===== config.mk =====
export PLATFORM = sky130hd
export DESIGN_NAME = output_memory_node_flat
export DESIGN_NICKNAME = d
export VERILOG_FILES = /design/src/rtl/output_memory_node_if.sv /design/src/rtl/output_memory_node.sv /design/src/flat_wrapper.sv
export SDC_FILE = /design/constraint.sdc
export NUM_CORES = 1
export LEC_CHECK = 0
export CAP_MARGIN = 20
export CORE_ASPECT_RATIO = 1.1
export CORE_MARGIN = 5
export CORE_UTILIZATION = 58
export DETAILED_ROUTE_END_ITERATION = 6
export PLACE_DENSITY = 0.83
export SLEW_MARGIN = 30
export SYNTH_ARGS = -nofsm -noshare
export SYNTH_HDL_FRONTEND = slang
export SYNTH_SLANG_ARGS = --single-unit

===== constraint.sdc =====
create_clock -name clk_i -period 7.9 [get_ports clk_i]
set_input_delay 0.79 -clock clk_i [delete_from_list [all_inputs] [get_ports clk_i]]
set_output_delay 0.79 -clock clk_i [all_outputs]
set_load 0.03 [all_outputs]

===== src/rtl/output_memory_node_if.sv =====
// rtl/output_memory_node_if.sv - OBI write-master bus between an output memory node and memory
// Carries a single-word write request and its grant/response handshake.
interface output_memory_node_if;
  logic        req;
  logic        we;
  logic [3:0]  be;
  logic [31:0] addr;
  logic [31:0] wdata;
  logic        gnt;
  logic        rvalid;

  modport master (output req, we, be, addr, wdata, input gnt, rvalid);
  modport slave  (input req, we, be, addr, wdata, output gnt, rvalid);
endinterface


===== src/rtl/output_memory_node.sv =====
// rtl/output_memory_node.sv - buffers a word stream and stores it as OBI writes at base + k*stride
// Raises done_o once every issued write has been granted and acknowledged.
module output_memory_node #(
  parameter int unsigned FIFO_DEPTH      = 4,
  parameter int unsigned MAX_OUTSTANDING = 4
) (
  input  logic                        clk_i,
  input  logic                        rst_i,
  input  logic                        clr_i,
  input  logic                        exec_i,
  input  logic [31:0]                 output_addr_i,
  input  logic [15:0]                 output_size_i,
  input  logic [15:0]                 output_stride_i,
  output_memory_node_if.master        masters_if,
  input  logic [31:0]                 din_i,
  input  logic                        din_v_i,
  output logic                        din_r_o,
  output logic                        done_o
);
  localparam int unsigned AW = $clog2(FIFO_DEPTH);
  localparam int unsigned OW = $clog2(MAX_OUTSTANDING + 1);
  localparam logic [OW-1:0] MAX_OUT = OW'(MAX_OUTSTANDING);
  localparam logic [OW-1:0] ONE_OUT = OW'(1);

  typedef enum logic [1:0] {S_IDLE, S_WRITE, S_DRAIN, S_DONE} state_t;

  state_t        state_q, state_d;
  logic [31:0]   mem_q [FIFO_DEPTH];
  logic [AW:0]   wptr_q, rptr_q;
  logic [15:0]   acc_off_q, wr_off_q;
  logic          acc_last_q;
  logic [OW-1:0] outstanding_q, outstanding_d;

  logic [16:0]   n_acc_off, n_wr_off;
  logic          abort, stride_zero, acc_end, wr_end;
  logic          empty, full, accept, grant, ack;

  assign abort       = rst_i | clr_i;
  assign stride_zero = (output_stride_i == 16'h0);

  // 17-bit offsets so the end-of-region compare cannot wrap past size
  assign n_acc_off = {1'b0, acc_off_q} + {1'b0, output_stride_i};
  assign n_wr_off  = {1'b0, wr_off_q} + {1'b0, output_stride_i};
  assign acc_end   = stride_zero | (n_acc_off >= {1'b0, output_size_i});
  assign wr_end    = stride_zero | (n_wr_off >= {1'b0, output_size_i});

  assign empty = (wptr_q == rptr_q);
  assign full  = (wptr_q[AW] != rptr_q[AW]) && (wptr_q[AW-1:0] == rptr_q[AW-1:0]);

  assign din_r_o = (state_q == S_WRITE) & ~full & ~acc_last_q;
  assign accept  = din_v_i & din_r_o;

  assign masters_if.req   = (state_q == S_WRITE) & ~empty & (outstanding_q < MAX_OUT);
  assign masters_if.we    = 1'b1;
  assign masters_if.be    = 4'b1111;
  assign masters_if.wdata = mem_q[rptr_q[AW-1:0]];
  assign masters_if.addr  = output_addr_i + {16'h0, wr_off_q};

  assign grant  = masters_if.req & masters_if.gnt;
  // a response with nothing in flight is a leftover from before an abort
  assign ack    = masters_if.rvalid & (outstanding_q != '0);
  assign done_o = (state_q == S_DONE);

  always_comb begin
    outstanding_d = outstanding_q;
    case ({grant, ack})
      2'b10:   outstanding_d = outstanding_q + ONE_OUT;
      2'b01:   outstanding_d = outstanding_q - ONE_OUT;
      default: outstanding_d = outstanding_q;
    endcase
  end

  always_comb begin
    state_d = state_q;
    case (state_q)
      S_IDLE:  if (exec_i) state_d = (output_size_i == 16'h0) ? S_DONE : S_WRITE;
      S_WRITE: if (grant && wr_end) state_d = S_DRAIN;
      S_DRAIN: if ((outstanding_q == '0) || ((outstanding_q == ONE_OUT) && masters_if.rvalid))
                 state_d = S_DONE;
      S_DONE:  state_d = S_DONE;
      default: state_d = S_IDLE;
    endcase
  end

  always_ff @(posedge clk_i) begin
    if (abort) begin
      state_q       <= S_IDLE;
      wptr_q        <= '0;
      rptr_q        <= '0;
      acc_off_q     <= '0;
      wr_off_q      <= '0;
      acc_last_q    <= 1'b0;
      outstanding_q <= '0;
    end else begin
      state_q       <= state_d;
      outstanding_q <= outstanding_d;
      if (accept) begin
        wptr_q    <= wptr_q + (AW+1)'(1);
        acc_off_q <= n_acc_off[15:0];
        if (acc_end) acc_last_q <= 1'b1;
      end
      if (grant) begin
        rptr_q   <= rptr_q + (AW+1)'(1);
        wr_off_q <= n_wr_off[15:0];
      end
    end
  end

  always_ff @(posedge clk_i) begin
    if (accept) mem_q[wptr_q[AW-1:0]] <= din_i;
  end
endmodule

===== src/flat_wrapper.sv =====
// flat-port wrapper written by rule: the top's interface ports become plain ports
module output_memory_node_flat 
#(
  parameter int unsigned FIFO_DEPTH      = 4,
  parameter int unsigned MAX_OUTSTANDING = 4
)
  (clk_i, rst_i, clr_i, exec_i, output_addr_i, output_size_i, output_stride_i, din_i, din_v_i, din_r_o, done_o, masters_if_req, masters_if_we, masters_if_be, masters_if_addr, masters_if_wdata, masters_if_gnt, masters_if_rvalid);
  output_memory_node_if masters_if_i ();
  input  logic clk_i;
  input  logic rst_i;
  input  logic clr_i;
  input  logic exec_i;
  input  logic [31:0] output_addr_i;
  input  logic [15:0] output_size_i;
  input  logic [15:0] output_stride_i;
  input  logic [31:0] din_i;
  input  logic din_v_i;
  output logic din_r_o;
  output logic done_o;
  output wire logic [$bits(masters_if_i.req)-1:0] masters_if_req;
  output wire logic [$bits(masters_if_i.we)-1:0] masters_if_we;
  output wire logic [$bits(masters_if_i.be)-1:0] masters_if_be;
  output wire logic [$bits(masters_if_i.addr)-1:0] masters_if_addr;
  output wire logic [$bits(masters_if_i.wdata)-1:0] masters_if_wdata;
  input wire logic [$bits(masters_if_i.gnt)-1:0] masters_if_gnt;
  input wire logic [$bits(masters_if_i.rvalid)-1:0] masters_if_rvalid;
  assign masters_if_req = masters_if_i.req;
  assign masters_if_we = masters_if_i.we;
  assign masters_if_be = masters_if_i.be;
  assign masters_if_addr = masters_if_i.addr;
  assign masters_if_wdata = masters_if_i.wdata;
  assign masters_if_i.gnt = masters_if_gnt;
  assign masters_if_i.rvalid = masters_if_rvalid;
  output_memory_node #(.FIFO_DEPTH(FIFO_DEPTH), .MAX_OUTSTANDING(MAX_OUTSTANDING)) u_core (.clk_i(clk_i), .rst_i(rst_i), .clr_i(clr_i), .exec_i(exec_i), .output_addr_i(output_addr_i), .output_size_i(output_size_i), .output_stride_i(output_stride_i), .masters_if(masters_if_i), .din_i(din_i), .din_v_i(din_v_i), .din_r_o(din_r_o), .done_o(done_o));
endmodule

**Word-level counts from Yosys, hierarchy flattened**

Memory sizes are Yosys's and may differ from the RTL's. A register that Yosys moved wholly into a read port is not among the register bits.
Index checks and enable logic that the tools add are counted.
Widths: inputs -> output; s select.

- $add $sub $neg: 7
- Order comparisons: 3
- Equal/unequal tests: 12
- Multiplexer cells: 10
- Bitwise operators: 13
- Reductions and logical operators: 12

Operator list:

| operator | count |
|---|---|
| $add 16x16->17 | 2 |
| $ge 17x16->1 | 2 |
| $add 32x16->32 | 1 |
| $logic_not 16->1 | 2 |
| $mux 2 | 6 |
| $add 3x1->3 const B | 3 |
| $pmux 2 s4 | 1 |
| $and 1x1->1 | 7 |
| $eq 2x2->1 const B | 3 |
| $pmux 3 s2 | 1 |
| $eq 2x1->1 const B | 2 |
| $ne 2x2->1 const B | 2 |
| $eq 3x1->1 const B | 1 |
| $eq 3x3->1 | 1 |
| $logic_and 1x1->1 | 3 |
| $logic_not 3->1 | 1 |
| $lt 3x3->1 const B | 1 |
| $not 1->1 | 3 |
| $or 1x1->1 | 3 |
| $reduce_and 3->1 | 1 |
| $reduce_bool 3->1 | 1 |
| $sub 3x1->3 const B | 1 |
| $eq 2x2->1 | 1 |
| $logic_not 2->1 | 1 |
| 6 further kinds | 7 |

- Flip-flop bits (word level): 44
- Bits in writable memories: 128
- Input bits: 103
- Logic and storage cells: 65
- Memories kept: 1

Memory list:

| name | depth | bits a word | rd ports | clocked after Yosys merged registers in | write ports | line | source |
|---|---|---|---|---|---|---|---|
| u_core.mem_q | 4 | 32 | 1 | 1 | 1 | output_memory_node.sv:28 | `logic [31:0] mem_q [FIFO_DEPTH];` |

**Depth between registers and ports, before layout**

- Depth in word-level cells: 8
- Mapped depth: 15
- Mapped depth without buffers: 15

**Worst setup path before layout**

Ideal clock, no wire load.

- Path kind: input to output
- Start: in output_addr_i[0]
- End: out masters_if_addr[30]
- Data arrival time: 3121 ps
- Required time: 7110 ps
- Slack: 3989 ps
- Cell stages on the path: 8
- Cell sequence: ha_1 inv_1 fa_1 nand2b_1 a211o_1 a21o_1 a211o_2 o311ai_1

- Word-level cells in the longest chain between the ends: 1

Ends and longest elaborated chain:

| item | line | source |
|---|---|---|
| start, declared | flat_wrapper.sv:13 | `input logic [31:0] output_addr_i;` |
| $add 32x16->32 | output_memory_node.sv:57 | `assign masters_if.addr = output_addr_i + {16'h0, wr_off_q};` |
| end, declared | flat_wrapper.sv:23 | `output wire logic [$bits(masters_if_i.addr)-1:0] masters_if_addr;` |

Every way passes these cells.

**Final worst setup path**

- Start: in output_addr_i[0]
- End: out masters_if_addr[14]

The elaborated chain is that of the path after synthesis.

==> reports/qor.log <==
[logic_synthesis] synthesis warning total 0
[route] post-detailed-route wirelength per cell 19.07 µm
[timing] ratio of final minimum period to clock period 60.20%
[global_routing] pin count of the biggest net entering global routing 41
[timing] fmax 210.3 MHz
[setup_path] worst-path maximum fanout 3
[setup_path] cell with the largest stage delay on the worst path sky130_fd_sc_hd__clkdlybuf4s50_1
[cells_and_area] layout cell share with drive strength beyond 1 8.154%
[power] leakage dissipation 4.591 nW
[cells_and_area] multi-input logic area 5025 µm²
[global_routing] vias in the first global route 7572
[run] number of violations of the max-capacitance limit 0
[global_routing] wire length of the first global-routing pass 39080 µm
[die] core box area 17080 µm²
[power] fraction of power consumed by the clock network 40.6%
[clock_network] post-CTS setup-driven buffer insertion count 0
[clock_network] clock sink count 174
[timing] number of endpoints failing setup at the final stage 0
[timing] min cycle time layout 4.756 ns
[power] power per cell area 164.8 nW/µm²
[logic_synthesis] EDFF count, synth 128
[timing] Total Neg Setup Slack 0 ns
[power] internal power 1.531 mW
[power] power dissipated by switching net loads 0.5443 mW
[timing] Final Hold Violating Endpoints 0
[die] die height 148.4 µm
[power] register share of total power 47.5%
[logic_synthesis] sequential element share of the synthesized area 47.21%
[power] proportion of power drawn by combinational gates 11.9%
[cells_and_area] most common cell after layout, fill and taps aside sky130_fd_sc_hd__clkdlybuf4s50_1
[route] total wirelength of the detailed-routed design 24830 µm
[logic_synthesis] Synth Cell Area 10090 µm²
[route] drt drc 0
[setup_path] cell repeated most along the worst path sky130_fd_sc_hd__clkdlybuf4s50_1
[die] Die Width 135.8 µm
[die] total I/O pin count 175
[route] drt first-iter violations 574
[route] DR vias/cell 5.946
[power] maximum vdd drop 0.0001402 V
[cells_and_area] top library cells by usage in the layout, fill and taps aside 169 x sky130_fd_sc_hd__clkdlybuf4s50_1, 128 x sky130_fd_sc_hd__edfxtp_1, 90 x sky130_fd_sc_hd__ha_1
[place] Setup Slack @ Placement 3.170 ns
[clock_network] CTS tree built
[clock_network] Inserted Clock Buffers 17
[cells_and_area] register area 4766 µm²
[timing] worst slew margin relative to its limit 43.14%
[clock_network] Clk pin slew, worst setup/hold paths 0.07 ns
[timing] final max-slew violation count 0
[clock_network] worst skew pair latency 0.42 ns
[setup_path] type of destination of the critical path output pin
[setup_path] startpoint type of the worst setup path input port
[logic_synthesis] flip-flop cell with the highest count after synthesis sky130_fd_sc_hd__edfxtp_1
[hold_path] class of the tightest hold or removal check register to register
[setup_path] required arrival time at the worst endpoint 7.11 ns
[setup_path] biggest cell delay along the critical path 0.71 ns
[place] placer's final routability congestion estimate 0.9328
[logic_synthesis] Post-Synthesis Mean Instance Area 11.37 µm²
[clock_network] number of instances resized during post-cts repair 0
[clock_network] Max Root-Sink Buffers 2
[setup_path] type of the setup path with the least slack input port to output pin
[outcome] status complete, no violations
[timing] unrepaired setup endpoints after global routing no
[clock_network] CTS HTree Levels 4
[logic_synthesis] #FFs+latches synth 174
[power] switching share of power 26.23%
[die] floorplan row count 50
[global_routing] Overflow after GRT 0
[global_routing] initial antenna violation count 1
[global_routing] all-layer global routing usage 24.69%
[setup_path] worst-path cell chain clkdlybuf4s50_1 > ha_1 > inv_1 > fa_1 > nand2b_1 > a211o_1 > a21bo_2 > o21ai_0 > a21oi_1 > o211ai_1 > clkdlybuf4s50_1
[route] Routed Antenna Nets 0
[setup_path] data arrival time of the critical path 3.97 ns
[timing] slew at the pin closest to its max-slew limit 0.8529 ns
[setup_path] number of buffers and inverters on the critical path 3
[timing] least setup slack across all paths after layout 3.144 ns
[route] vias after detailed routing 7742
[die] Die Footprint 20140 µm²
[timing] Clock Skews 0.008818 ns
[clock_network] Clock Tree Root sky130_fd_sc_hd__clkbuf_16
[cells_and_area] net count reported at finish 1250
[clock_network] CTS Hold Buffers Added 0
[setup_path] cell family with the largest share of critical-path delay buffers and inverters
[logic_synthesis] fraction of registers with async set or reset after synthesis 0%
[cells_and_area] layout filler cell count 1172
[place] final HPWL from detailed placement 17600 µm
[cells_and_area] synthesis-to-layout area growth 24.76%
[logic_synthesis] cell count after synthesis 888
[place] quantity of I/O buffers inserted on ports 169
[route] Detailed Routing Iterations Pass 1 5
[logic_synthesis] number of distinct library cells after synthesis 70
[die] starting density of the core 59.09%
==> synth_stat cells, types with 7 or more instances <==
master                     count  area share, %
sky130_fd_sc_hd__inv_1        38            1.4
sky130_fd_sc_hd__nand2b_1      7           0.43
sky130_fd_sc_hd__nor4_1       15           0.93
sky130_fd_sc_hd__buf_2         8           0.40
sky130_fd_sc_hd__nand3_1      20           0.99
sky130_fd_sc_hd__xor2_1       19            1.6
sky130_fd_sc_hd__edfxtp_1    128             38
sky130_fd_sc_hd__nand4_1      17            1.1
sky130_fd_sc_hd__clkbuf_1     13           0.48
sky130_fd_sc_hd__dfxtp_1      46            9.1
sky130_fd_sc_hd__nor2_1       45            1.7
sky130_fd_sc_hd__o21bai_1     10           0.74
sky130_fd_sc_hd__nor2b_1       8           0.50
sky130_fd_sc_hd__ha_1         90             11
sky130_fd_sc_hd__o21ai_0      38            1.9
sky130_fd_sc_hd__a211oi_1     13           0.97
sky130_fd_sc_hd__a21oi_1      72            3.6
sky130_fd_sc_hd__o211ai_1     10           0.74
sky130_fd_sc_hd__xnor2_1      41            3.6
sky130_fd_sc_hd__and3_1       10           0.62
sky130_fd_sc_hd__a21o_1       10           0.74
sky130_fd_sc_hd__nand2_1      83            3.1
sky130_fd_sc_hd__mux4_2       32            7.1
sky130_fd_sc_hd__nor3_1       22            1.1
sky130_fd_sc_hd__buf_4         8           0.60
==> final timing paths <==
kind	startpoint	end	slack (ns)	cells after the start
worst max-delay path	output_addr_i[0]	masters_if_addr[14]	3.14	11
worst max register to register	u_core.wr_off_q[0]	u_core.state_q[0]	4.19	15
worst min-delay path	u_core.acc_off_q[9]	u_core.acc_off_q[9]	0.46	2
worst min register to register	u_core.acc_off_q[9]	u_core.acc_off_q[9]	0.46	2
==> through the flow <==
step | hold slack [ns] | cell area (µm²) | util [%] | instances | power (mW)
after floorplan | 0.4400 | 10110 | - | 892 | 1.136
after CTS | 0.4636 | 12590 | 73.71 | 1301 | 2.086
final | 0.4635 | 12590 | 73.72 | 1302 | 2.075
after global placement | 0.4477 | 11970 | 70.11 | 1269 | 1.245
after global routing | 0.4909 | 12590 | 73.72 | 1302 | 2.147
after detailed placement | 0.4535 | 11970 | 70.11 | 1269 | 1.249
==> worst min-delay path: cells and delay by family, from the launching register on <==
kind             cells  cell delay [ns]
AND/OR/NAND/NOR      1             0.05
flip-flops           1             0.31
AO/OA/AOI/OAI        1             0.05
==> metal layers <==
layer	track usage (%)	up-vias	part of all wire, %
li1	-	3722	-
met1	31.73	3651	40
met2	42.06	309	50
met3	4.432	60	6.4
met4	8.921	0	3.3
met5	0	-	0
==> area by class of cell <==
cell class | instances | area share [%]
Tap cell | 234 | 2.325
Clock inverter | 15 | 1.501
Antenna cell | 1 | 0.01987
Inverter | 39 | 1.163
Clock buffer | 17 | 3.379
Sequential cell | 174 | 37.85
Multi-Input combinational cell | 646 | 39.91
Timing Repair Buffer | 176 | 13.85
==> cells by family after synthesis <==
logic type      share of synthesized area [%]
simple gates                            11.88
compound gates                          13.32
flops                                   47.21
fa+ha+maj                               11.75
buf+inv                                 3.149
xor+xnor                                5.207
mux                                     7.451
other cells                           0.03716
==> power groups by stage <==
stage | registers, mW | logic (mW) | clock network (mW)
after CTS | 0.986 | 0.246 | 0.854
after global routing | 0.986 | 0.268 | 0.894
after detailed placement | 1.01 | 0.243 | 0
final | 0.986 | 0.247 | 0.842
after global placement | 1.01 | 0.239 | 0
after floorplan | 1.01 | 0.130 | 0
==> flip-flops by register name, indices dropped and copies added (netlist names), named ones only <==
name                  flops
u_core.mem_q            128
u_core.acc_off_q         16
u_core.wr_off_q          16
u_core.outstanding_q      3
u_core.rptr_q             3
u_core.wptr_q             3
u_core.state_q            2
u_core.acc_last_q         1
Note: power is estimated with default switching activity, not from simulation.
